**config.mk**
```make
export PLATFORM = sky130hd
export DESIGN_NAME = clause_eval_pipeline
export DESIGN_NICKNAME = d
export VERILOG_FILES = /design/src/rtl/sat_pkg.sv /design/src/rtl/clause_classifier.sv /design/src/rtl/clause_eval_pipeline.sv
export SDC_FILE = /design/constraint.sdc
export NUM_CORES = 1
export LEC_CHECK = 0
export CAP_MARGIN = 40
export CELL_PAD_IN_SITES_DETAIL_PLACEMENT = 1
export CELL_PAD_IN_SITES_GLOBAL_PLACEMENT = 1
export CORE_UTILIZATION = 35
export CTS_BUF_LIST = sky130_fd_sc_hd__clkbuf_16
export DETAILED_ROUTE_END_ITERATION = 7
export GPL_ROUTABILITY_DRIVEN = 0
export PLACE_DENSITY = 0.71
export RECOVER_POWER = 50
export SETUP_SLACK_MARGIN = 0.4
export SKIP_CTS_REPAIR_TIMING = 1
export SLEW_MARGIN = 20
export SYNTH_ARGS = -nofsm -noshare
export SYNTH_HDL_FRONTEND = slang
export SYNTH_SLANG_ARGS = --single-unit
```
**constraint.sdc**
```tcl
create_clock -name clock -period 20.8 [get_ports clock]
set_clock_uncertainty 0.15 [all_clocks]
set_input_delay 2.08 -clock clock [delete_from_list [all_inputs] [get_ports clock]]
set_output_delay 2.08 -clock clock [all_outputs]
set_load 0.05 [all_outputs]
```
**src/rtl/sat_pkg.sv**
```systemverilog
// rtl/sat_pkg.sv - shared types for the clause evaluation pipeline
package sat_pkg;

  localparam int SAT_NUM_VARIABLE = 128;
  localparam int SAT_VAR_W        = $clog2(SAT_NUM_VARIABLE);
  localparam int SAT_CID_W        = 16;

  // Clause outcome given the current partial assignment
  typedef enum logic [1:0] {
    CLS_SAT      = 2'd0,
    CLS_CONFLICT = 2'd1,
    CLS_UNIT     = 2'd2,
    CLS_OPEN     = 2'd3
  } lane_class_t;

  // RUN evaluates batches; CONFLICT freezes everything until flush/reset
  typedef enum logic {
    ST_RUN      = 1'b0,
    ST_CONFLICT = 1'b1
  } eval_state_t;

  // Per-lane S2 entry, also the FIFO entry format
  typedef struct packed {
    logic [SAT_VAR_W-1:0] variable;
    logic                 val;
    logic [SAT_CID_W-1:0] clause_id;
  } lane_res_t;

endpackage

```
**src/rtl/clause_classifier.sv**
```systemverilog
// rtl/clause_classifier.sv - combinational classification of one clause
module clause_classifier
  import sat_pkg::*;
#(
  parameter int VAR_PER_CLAUSE = 5,
  parameter int VAR_W          = SAT_VAR_W
) (
  input  logic [VAR_PER_CLAUSE-1:0]            mask_i,
  input  logic [VAR_PER_CLAUSE-1:0]            pole_i,
  input  logic [VAR_PER_CLAUSE-1:0]            unassign_i,
  input  logic [VAR_PER_CLAUSE-1:0]            val_i,
  input  logic [VAR_PER_CLAUSE-1:0][VAR_W-1:0] variable_i,
  output lane_class_t                          cls_o,
  output logic [VAR_W-1:0]                     free_var_o,
  output logic                                 free_val_o
);

  logic [VAR_PER_CLAUSE-1:0] lit_true;
  logic [VAR_PER_CLAUSE-1:0] lit_free;
  logic                      any_free;
  logic                      many_free;

  assign lit_true = mask_i & ~unassign_i & ~(val_i ^ pole_i);
  assign lit_free = mask_i & unassign_i;

  // Scan free literals: keep the lowest slot, note whether a second one exists
  always_comb begin
    any_free   = 1'b0;
    many_free  = 1'b0;
    free_var_o = '0;
    free_val_o = 1'b0;
    for (int s = 0; s < VAR_PER_CLAUSE; s++) begin
      if (lit_free[s]) begin
        if (any_free) begin
          many_free = 1'b1;
        end else begin
          free_var_o = variable_i[s];
          free_val_o = pole_i[s];
        end
        any_free = 1'b1;
      end
    end
  end

  // A true literal wins even if free literals remain
  always_comb begin
    if (|lit_true) begin
      cls_o = CLS_SAT;
    end else if (!any_free) begin
      cls_o = CLS_CONFLICT;
    end else if (!many_free) begin
      cls_o = CLS_UNIT;
    end else begin
      cls_o = CLS_OPEN;
    end
  end

endmodule

```
**src/rtl/clause_eval_pipeline.sv**
```systemverilog
// rtl/clause_eval_pipeline.sv - multi-lane BCP clause evaluator with implication FIFO
module clause_eval_pipeline
  import sat_pkg::*;
#(
  parameter int NUM_VARIABLE   = SAT_NUM_VARIABLE,
  parameter int VARIABLE_INDEX = $clog2(NUM_VARIABLE) - 1,
  parameter int VAR_PER_CLAUSE = 5,
  parameter int LANES          = 4,
  parameter int FIFO_DEPTH     = 8,
  parameter int CID_WIDTH      = SAT_CID_W
) (
  input  logic                                                    clock,
  input  logic                                                    reset,
  input  logic                                                    flush,
  input  logic                                                    in_valid,
  output logic                                                    in_ready,
  input  logic                                                    in_last,
  input  logic [LANES-1:0]                                        in_lane_valid,
  input  logic [LANES-1:0][CID_WIDTH-1:0]                         in_clause_id,
  input  logic [LANES-1:0][VAR_PER_CLAUSE-1:0]                    in_mask,
  input  logic [LANES-1:0][VAR_PER_CLAUSE-1:0]                    in_pole,
  input  logic [LANES-1:0][VAR_PER_CLAUSE-1:0]                    in_unassign,
  input  logic [LANES-1:0][VAR_PER_CLAUSE-1:0]                    in_val,
  input  logic [LANES-1:0][VAR_PER_CLAUSE-1:0][VARIABLE_INDEX:0]  in_variable,
  output logic                                                    imp_valid,
  input  logic                                                    imp_ready,
  output logic [VARIABLE_INDEX:0]                                 imp_variable,
  output logic                                                    imp_val,
  output logic [CID_WIDTH-1:0]                                    imp_clause_id,
  output logic                                                    conflict,
  output logic [CID_WIDTH-1:0]                                    conflict_clause_id,
  output logic                                                    done,
  output logic [CID_WIDTH-1:0]                                    unit_count
);

  localparam int AW = $clog2(FIFO_DEPTH);
  localparam logic [AW:0]          PTR_ONE  = 1;
  localparam logic [LANES-1:0]     LANE_ONE = 1;
  localparam logic [CID_WIDTH-1:0] CID_ONE  = 1;

  // S1: raw accepted batch
  logic                                                   s1_valid_q, s1_valid_d;
  logic                                                   s1_last_q;
  logic [LANES-1:0]                                       s1_lane_valid_q;
  logic [LANES-1:0][CID_WIDTH-1:0]                        s1_clause_id_q;
  logic [LANES-1:0][VAR_PER_CLAUSE-1:0]                   s1_mask_q;
  logic [LANES-1:0][VAR_PER_CLAUSE-1:0]                   s1_pole_q;
  logic [LANES-1:0][VAR_PER_CLAUSE-1:0]                   s1_unassign_q;
  logic [LANES-1:0][VAR_PER_CLAUSE-1:0]                   s1_val_q;
  logic [LANES-1:0][VAR_PER_CLAUSE-1:0][VARIABLE_INDEX:0] s1_variable_q;

  // S2: pending units of the classified batch
  logic [LANES-1:0] s2_pend_q, s2_pend_d;
  lane_res_t        s2_res_q [LANES];
  lane_res_t        s2_res_d [LANES];
  logic             s2_last_q, s2_last_d;

  // FSM and status
  eval_state_t          state_q, state_d;
  logic                 conflict_q, conflict_d;
  logic [CID_WIDTH-1:0] conflict_id_q, conflict_id_d;
  logic                 done_q, done_d;
  logic [CID_WIDTH-1:0] unit_count_q, unit_count_d;

  // Implication FIFO
  lane_res_t   fifo_mem_q [FIFO_DEPTH];
  logic [AW:0] wr_ptr_q;
  logic [AW:0] rd_ptr_q;
  logic        fifo_full;
  logic        fifo_empty;
  lane_res_t   fifo_head;

  // Classifier outputs and lane decode
  lane_class_t           lane_cls      [LANES];
  logic [VARIABLE_INDEX:0] lane_free_var [LANES];
  logic                  lane_free_val [LANES];
  logic [LANES-1:0]      lane_active;
  logic [LANES-1:0]      unit_mask;
  logic [LANES-1:0]      conf_mask;
  logic [CID_WIDTH-1:0]  conf_id;

  // Handshake
  logic [LANES-1:0] push_onehot;
  logic             last_pend;
  lane_res_t        push_data;
  logic             pop_fire;
  logic             can_push;
  logic             push_fire;
  logic             s2_free;
  logic             s1_advance;
  logic             batch_conflict;
  logic             accept;
  logic             clear;

  for (genvar g = 0; g < LANES; g++) begin : g_lane
    clause_classifier #(
      .VAR_PER_CLAUSE (VAR_PER_CLAUSE),
      .VAR_W          (VARIABLE_INDEX + 1)
    ) u_classifier (
      .mask_i     (s1_mask_q[g]),
      .pole_i     (s1_pole_q[g]),
      .unassign_i (s1_unassign_q[g]),
      .val_i      (s1_val_q[g]),
      .variable_i (s1_variable_q[g]),
      .cls_o      (lane_cls[g]),
      .free_var_o (lane_free_var[g]),
      .free_val_o (lane_free_val[g])
    );
  end

  // Lane decode of the S1 batch; lowest conflicting lane supplies the ID
  always_comb begin
    lane_active = '0;
    unit_mask   = '0;
    conf_mask   = '0;
    conf_id     = '0;
    for (int l = 0; l < LANES; l++) begin
      lane_active[l] = s1_lane_valid_q[l] & (|s1_mask_q[l]);
      unit_mask[l]   = lane_active[l] & (lane_cls[l] == CLS_UNIT);
      conf_mask[l]   = lane_active[l] & (lane_cls[l] == CLS_CONFLICT);
    end
    for (int l = LANES - 1; l >= 0; l--) begin
      if (conf_mask[l]) begin
        conf_id = s1_clause_id_q[l];
      end
    end
  end

  // Select the lowest pending unit of S2 as the push candidate
  always_comb begin
    push_onehot = s2_pend_q & (~s2_pend_q + LANE_ONE);
    last_pend   = (s2_pend_q & (s2_pend_q - LANE_ONE)) == '0;
    push_data   = '0;
    for (int l = 0; l < LANES; l++) begin
      if (push_onehot[l]) begin
        push_data = s2_res_q[l];
      end
    end
  end

  assign clear      = reset | flush;
  assign fifo_empty = (wr_ptr_q == rd_ptr_q);
  assign fifo_full  = (wr_ptr_q[AW] != rd_ptr_q[AW]) && (wr_ptr_q[AW-1:0] == rd_ptr_q[AW-1:0]);
  assign pop_fire   = imp_ready & ~fifo_empty;
  // A same-cycle pop frees the slot, so a full FIFO can still take a push
  assign can_push   = ~fifo_full | pop_fire;
  assign push_fire  = (state_q == ST_RUN) & (|s2_pend_q) & can_push;
  assign s2_free    = ~(|s2_pend_q) | (push_fire & last_pend);
  assign s1_advance = (state_q == ST_RUN) & s1_valid_q & s2_free;
  assign batch_conflict = s1_advance & (|conf_mask);
  assign in_ready   = (state_q == ST_RUN) & ~flush & (~s1_valid_q | s1_advance);
  assign accept     = in_valid & in_ready;

  // FSM next state: a conflicting batch reaching S2 freezes the block
  always_comb begin
    state_d = state_q;
    if (state_q == ST_RUN && batch_conflict) begin
      state_d = ST_CONFLICT;
    end
  end

  // Next state of the pipeline stages and status registers
  always_comb begin
    s1_valid_d    = s1_valid_q;
    s2_pend_d     = s2_pend_q;
    s2_res_d      = s2_res_q;
    s2_last_d     = s2_last_q;
    conflict_d    = conflict_q | batch_conflict;
    conflict_id_d = batch_conflict ? conf_id : conflict_id_q;
    unit_count_d  = unit_count_q;
    done_d        = (push_fire & last_pend & s2_last_q)
                  | (s1_advance & ~(|conf_mask) & ~(|unit_mask) & s1_last_q);

    if (s1_advance) begin
      s1_valid_d = 1'b0;
    end
    // A batch accepted while the previous one conflicts is dropped with it
    if (accept && !batch_conflict) begin
      s1_valid_d = 1'b1;
    end

    if (push_fire) begin
      s2_pend_d = s2_pend_q & ~push_onehot;
      if (unit_count_q != '1) begin
        unit_count_d = unit_count_q + CID_ONE;
      end
    end

    if (s1_advance) begin
      s2_pend_d = batch_conflict ? '0 : unit_mask;
      s2_last_d = s1_last_q;
      for (int l = 0; l < LANES; l++) begin
        s2_res_d[l].variable  = lane_free_var[l];
        s2_res_d[l].val       = lane_free_val[l];
        s2_res_d[l].clause_id = s1_clause_id_q[l];
      end
    end
  end

  // FSM state register
  always_ff @(posedge clock) begin
    if (clear) begin
      state_q <= ST_RUN;
    end else begin
      state_q <= state_d;
    end
  end

  // S1 payload, captured on every accepted batch
  always_ff @(posedge clock) begin
    if (accept) begin
      s1_last_q       <= in_last;
      s1_lane_valid_q <= in_lane_valid;
      s1_clause_id_q  <= in_clause_id;
      s1_mask_q       <= in_mask;
      s1_pole_q       <= in_pole;
      s1_unassign_q   <= in_unassign;
      s1_val_q        <= in_val;
      s1_variable_q   <= in_variable;
    end
  end

  // Pipeline control, S2, FIFO and status registers
  always_ff @(posedge clock) begin
    if (clear) begin
      s1_valid_q    <= 1'b0;
      s2_pend_q     <= '0;
      s2_last_q     <= 1'b0;
      conflict_q    <= 1'b0;
      conflict_id_q <= '0;
      done_q        <= 1'b0;
      unit_count_q  <= '0;
      wr_ptr_q      <= '0;
      rd_ptr_q      <= '0;
      for (int l = 0; l < LANES; l++) begin
        s2_res_q[l] <= '0;
      end
      for (int i = 0; i < FIFO_DEPTH; i++) begin
        fifo_mem_q[i] <= '0;
      end
    end else begin
      s1_valid_q    <= s1_valid_d;
      s2_pend_q     <= s2_pend_d;
      s2_last_q     <= s2_last_d;
      conflict_q    <= conflict_d;
      conflict_id_q <= conflict_id_d;
      done_q        <= done_d;
      unit_count_q  <= unit_count_d;
      for (int l = 0; l < LANES; l++) begin
        s2_res_q[l] <= s2_res_d[l];
      end
      if (push_fire) begin
        fifo_mem_q[wr_ptr_q[AW-1:0]] <= push_data;
        wr_ptr_q <= wr_ptr_q + PTR_ONE;
      end
      if (pop_fire) begin
        rd_ptr_q <= rd_ptr_q + PTR_ONE;
      end
    end
  end

  assign fifo_head          = fifo_mem_q[rd_ptr_q[AW-1:0]];
  assign imp_valid          = ~fifo_empty;
  assign imp_variable       = fifo_head.variable;
  assign imp_val            = fifo_head.val;
  assign imp_clause_id      = fifo_head.clause_id;
  assign conflict           = conflict_q;
  assign conflict_clause_id = conflict_id_q;
  assign done               = done_q;
  assign unit_count         = unit_count_q;

endmodule
```
==> impl_results.md, run 1 <==
- Outcome: complete, but fails checks
- Failing checks: capacitance limit, slew limit
- GRT overflow: 0
- Antenna violations before repair: 13
- Synth Area in Compound Gates: 0.0992
- Gate Count Post-Synth: 1849
- Adder-cell share of the synthesized area: 0.00196
- Critical path type: in2out
- Worst path required time: 18.57 ns
- CTS root buf: clkbuf_16
- HP Class: reg2reg
- Synth async-reset ratio: 0
- Sequential element share of the synthesized area: 0.700
- Register area: 0.0174 mm2
- Core Util, Final: 0.456
- CP arrival: 7.15 ns
- Post-synthesis net count: 2146
- RSZ-0062 raised after global routing: no
- Nets: 2528
- Power Density: 88.9 mW/mm2
- Core area: 0.0701 mm2
- Post-synth EDFFs: 481
- Clock latency on the worst-skew pair: 0.61 ns
- Max VDD drop: 0.0558 mV
- Post-Syn Area: 0.0249 mm2
- Fmax: 107 MHz
- Layout cells sized above 1: 0.107
- Die X: 268 um
- Total setup violations reported at the end of the flow: 0
- I/O Buffers: 353
- Clock slew at reported path FFs: 0.05 ns
- Area growth, synth to finish: 28.7%
- Clock sink total: 629
- Post-synthesis xor/xnor area fraction: 0.0173
- Netlist cell types: 58
- Setup ws final: 11.42 ns
- # IOs: 354
- Fill cell count: 7199
- Pin count of the biggest net entering global routing: 182
- Lkg Pwr: 10.8 nW
- DR vias/cell: 5.20
- Post-Synth Simple-Gate Area: 0.106
- Critical path launch point type: input pin
- Area taken by multi-input logic gates: 0.00697 mm2
- CTS tree: built
- Vias: 16809
- Crit end category: output port
- Global-route wire length before repair: 107 mm
- Vias in the first global route: 17659
- ANT nets after route: 0
- Synthesized area per cell: 13.4 um2
- WL per Instance: 22.1 um
- Largest family of logic cells by synthesized area: simple AND/OR/NAND/NOR gates
- 1st-iter DRT viols: 1218
- Synthesis-stage register bit count: 629
- Final wirelength: 71.5 mm
- Pre-Repair DR Iteration Count: 5
- Hold slack: 0.307 ns
- PnR Total Power: 2.84 mW
- Final period util: 0.451
- Total GRT Usage: 0.197
- Slew @ Worst Pin: 3.19 ns
- Min cycle time layout: 9.38 ns
- DRC viols: 0
- Die Y-Extent: 268 um
- Crit-path max FO: 68
- Die area: 0.0721 mm2
- Pins Over Slew Limit: 260
- Register-to-register setup slack: 15.21 ns
- Fin Setup TNS: 0 ns
- Multiplexer share of the synthesized area: 0.0560
- Deepest level of the CTS H-tree: 3
- Max-cap violations: 6
- Pre-CTS WS: 13.34 ns
- Slew HR: -1.13
- Rows: 97
- Ys Warns: 0
- Max Root-Sink Buffers: 3
- Post-DP HPWL: 49.6 mm
- Dominant synthesized flop cell: edfxtp_1
- Starting Density: 0.354
- CTS Buf Count: 71
- Final hold vios: 0
## final timing paths
check                            startpoint                        end  cells past startpoint
hold / removal    s2_res_q[35]$_SDFFE_PP0P_  s2_res_q[35]$_SDFFE_PP0P_                      2
setup / recovery                  imp_ready                   in_ready                      9
setup reg to reg   wr_ptr_q[0]$_SDFFE_PP0P_    s1_mask_q[16]$_DFFE_PN_                      9
hold reg to reg   s2_res_q[35]$_SDFFE_PP0P_  s2_res_q[35]$_SDFFE_PP0P_                      2
## cell usage after synthesis (all sizes together), types with 5 or more instances
library cell | count | share of area
edfxtp | 481 | 0.58
nor2 | 332 | 0.050
nand2 | 197 | 0.030
dfxtp | 148 | 0.12
a21oi | 103 | 0.021
clkbuf | 82 | 0.012
a221oi | 69 | 0.024
mux4 | 48 | 0.044
a22oi | 41 | 0.012
xor2 | 40 | 0.014
a211oi | 35 | 0.011
buf | 31 | 0.0061
mux2 | 24 | 0.011
o22ai | 21 | 0.0053
a221o | 18 | 0.0072
o21ai | 17 | 0.0034
and2 | 16 | 0.0040
o2111ai | 16 | 0.0056
nand2b | 14 | 0.0035
nand4 | 14 | 0.0035
nand3 | 10 | 0.0020
xnor2 | 9 | 0.0032
inv | 6 | 0.00091
nand3b | 6 | 0.0018
nor3 | 6 | 0.0012
nor3b | 6 | 0.0020
nor4 | 6 | 0.0018
or4 | 6 | 0.0018
o32ai | 5 | 0.0018
## layout make-up
cell class / instances / share of cell area
sequential: 629 / 0.544
multi-input combinational: 1101 / 0.218
timing repair buffer: 422 / 0.127
clock buffer: 73 / 0.0571
tap: 940 / 0.0368
clock inverter: 54 / 0.0154
inverter: 6 / 0.000704
antenna: 5 / 0.000391
## power by group
part	switching (mW)	internal (mW)	total (mW)	leakage, nW
sequential	0.0206	1.40	1.42	6.03
clock	0.503	0.748	1.25	1.19
combinational	0.0956	0.0728	0.168	3.58
total	0.620	2.22	2.84	10.8
## critical path, cell delays in order
cell and delay [ns]:
dlygate4sd3_1 0.65, nor2_1 0.19, and2_1 0.23, maj3_2 0.26, o31a_2 0.13, clkbuf_1 2.24
nand2_1 0.30, and2_1 0.28, clkdlybuf4s50_1 0.75
## flip-flops by register name, summed over array words and instances (netlist names), 4 cells and up, named ones only
register,count
s2_res_q,96
s1_lane_valid_q,4
unit_count,16
s1_unassign_q,20
wr_ptr_q,4
s2_pend_q,4
s1_val_q,20
s1_variable_q,140
s1_clause_id_q,64
fifo_mem_q,192
rd_ptr_q,4
s1_pole_q,20
conflict_clause_id,16
s1_mask_q,20
## through the flow
stage	cell area (um2)	instances
after CTS	31900	3218
final	32000	3230
after detailed placement	29600	3091
after global routing	32000	3228
after floorplan	24900	1849
after global placement	29500	3074
## cell families after synthesis
family,after synthesis
xor gates and xnor gates,49
and+or+nand+nor,628
DFF,629
muxes,76
buffers and inverters,119
AOI/OAI and AO/OA,344
adders and majority gates,4
## metal layers
metal	up-vias	GRT usage	wire (um)
li1	7747	-	-
met1	8449	0.252	29700
met2	493	0.340	36000
met3	104	0.0416	4370
met4	16	0.0533	1250
met5	-	0	110
## layout by cell type (no fill, tap or decap), drive strengths merged, types with 5 or more instances in the layout
cell type	synthesis	final
nand3	10	10
nand3b	6	6
clkdlybuf4s50	0	30
edfxtp	481	481
o2111ai	16	16
xnor2	9	9
clkinv	0	23
dlygate4sd3	0	323
buf	31	55
xor2	40	40
dfxtp	148	148
a221oi	69	69
nor3	6	6
or4	6	6
o32ai	5	5
nor3b	6	6
inv	6	25
a21oi	103	103
clkbuf	82	87
mux2	24	24
o22ai	21	21
nand2	197	197
bufinv	0	9
a211oi	35	35
nand4	14	14
nor2	332	332
a22oi	41	41
nand2b	14	14
diode	0	5
a221o	18	18
and2	16	16
mux4	48	48
o21ai	17	17
nor4	6	6
Power figures use the tool's default switching activity.
==> run 2, diff against run 1 <==
- clock period: 20.8 -> 9.04 ns (I/O delays scaled with it)
==> run 2 against run 1 <==
Effect of this change:
- the flow still finishes with violations (capacitance limit, slew limit)
- flip-flop and latch count did not move
- routed wire length increased by 1.2%
- sequential share of layout area decreased by 0.10 points
- combinational power increased by 130%
- final cell count barely moved
- global-route usage is 0.34 points higher
- register-to-register slack worse by 12 ns
- total power increased by 130%
- setup slack worse by 8.4 ns
- count of clock-buffer cells in the layout fell by 3
- non-clock buffer count is 1 lower
- first-iteration DRC count decreased by 3.8%
==> impl_results.md, run 2 (synthesis results as in run 1) <==
- Outcome: complete, but fails checks
- Failing checks: capacitance limit, slew limit
- Global-route wire length before repair: 108 mm
- Nets: 2525
- Die Y-Extent: 268 um
- Starting Density: 0.354
- Slew @ Worst Pin: 2.79 ns
- Met3 usage: 0.0378
- I/O Buffers: 353
- Critical path launch point type: flip-flop
- Fin Setup TNS: 0 ns
- Max reg flops: 192
- Hold depth: 2
- Register-to-register setup slack: 3.31 ns
- Worst path required time: 7.99 ns
- Crit-path max FO: 68
- Max-cap violations: 3
- Pin count of the biggest net entering global routing: 132
- GRT overflow: 0
- Largest reg by FF count: fifo_mem_q
- Final period util: 0.664
- Layout cells sized above 1: 0.108
- CTS tree: built
- Die X: 268 um
- Rows: 97
- Clock latency on the worst-skew pair: 0.61 ns
- # IOs: 354
- Power Density: 202 mW/mm2
- Pre-CTS WS: 3.94 ns
- Core area: 0.0701 mm2
- Slew HR: -0.858
- Area growth, synth to finish: 28.9%
- ANT nets after route: 0
- DRC viols: 0
- CP max stage delay: 1.77 ns
- Hold_sp: s2_res_q[4]$_SDFFE_PP0P_
- Min cycle time layout: 6.00 ns
- Setup ws final: 3.04 ns
- Regs by FF count: fifo_mem_q (192), s1_variable_q (140), s2_res_q (96)
- Crit end category: output port
- Final hold vios: 0
- Total GRT Usage: 0.201
- Critical R2R Launch: s2_pend_q[0]$_SDFFE_PP0P_
- Die area: 0.0721 mm2
- Clock sink total: 629
- Final wirelength: 72.4 mm
- Crit-path cells: clkbuf_1 -> a2111o_1 -> o31a_2 -> buf_4 -> nand2_1 -> and2_1 -> clkdlybuf4s50_1
- HP Class: reg2reg
- CTS root buf: clkbuf_16
- Top delay family on crit path: buffers and inverters
- Clock slew at reported path FFs: 0.06 ns
- Commonest non-fill, non-tap cell in the layout: edfxtp_1
- Max Root-Sink Buffers: 3
- CP arrival: 4.95 ns
- Pins Over Slew Limit: 154
- DR vias/cell: 5.22
- Fmax: 167 MHz
- Deepest level of the CTS H-tree: 3
- 1st-iter DRT viols: 1172
- Max VDD drop: 0.120 mV
- WL per Instance: 22.4 um
- Antenna violations before repair: 16
- Vias: 16866
- FF-to-FF path depth: 9
- Critical path type: reg2out
- GR peak layer: met2
- Vias in the first global route: 17605
- GR Layer Usage met2: 0.340
- Pre-Repair DR Iteration Count: 5
- CTS Buf Count: 69
- Hold Path Sink: s2_res_q[4]$_SDFFE_PP0P_
- Met1 Usage GRT: 0.260
- Post-DP HPWL: 51.7 mm
- Critical R2R Capture: fifo_mem_q[3][19]$_SDFFCE_PN0P_
- CP Buf/Inv Count: 3
- Most frequent cells in the layout: 481 x edfxtp_1, 329 x nor2_1, 322 x dlygate4sd3_1, 195 x nand2_1, 146 x dfxtp_1
- Total setup violations reported at the end of the flow: 0
- Slowest stage cell, crit path: clkbuf_1
- RSZ-0062 raised after global routing: no
- Lkg Pwr: 10.8 nW
## run 2: how the worst max path moves through the flow
stage,from,endpoint,cells after the start
5_1_grt,s2_pend_q[0]$_SDFFE_PP0P_,in_ready,7
3_3_place_gp,imp_ready,s1_clause_id_q[51]$_DFFE_PN_,9
3_5_place_dp,imp_ready,in_ready,9
6_report,s2_pend_q[0]$_SDFFE_PP0P_,in_ready,7
4_1_cts,wr_ptr_q[0]$_SDFFE_PP0P_,in_ready,9
2_1_floorplan,imp_ready,s1_clause_id_q[0]$_DFFE_PN_,8
## run 2: worst min-delay path, delay by kind of cell, from the launching register on
family | cells | cell delay [ns]
AO/OA/AOI/OAI | 1 | 0.05
flip-flops | 1 | 0.31
AND/OR/NAND/NOR | 1 | 0.05
## run 2: per-stage QoR
step                      power [mW]  cell area (um2)  utilization  std cells  hold WS [ns]
after floorplan                 3.51            24900            -       1849         0.286
final                           6.47            32000        0.457       3229         0.306
after detailed placement        3.76            29800        0.425       3094         0.298
after CTS                       6.55            32100        0.457       3220         0.307
after global routing            6.67            32000        0.457       3228         0.322
after global placement          3.73            29500        0.420       3073         0.291
## run 2: area by class of cell
class                      count  area, um2
antenna                        6       15.0
clock buffer                  70       1750
clock inverter                56        505
fill                        7232      38100
inverter                       6       22.5
multi-input combinational   1101       6970
sequential                   629      17400
tap                          940       1180
timing repair buffer         421       4190
## run 2: per-layer routing
layer	up-vias	part of all wire
li1	7739	-
met1	8483	0.42
met2	505	0.50
met3	125	0.057
met4	14	0.023
met5	-	0.0012
## run 2: power by group
part | switching, mW | internal [mW]
clock network | 1.18 | 1.62
logic | 0.221 | 0.174
registers | 0.0503 | 3.23
total | 1.45 | 5.02
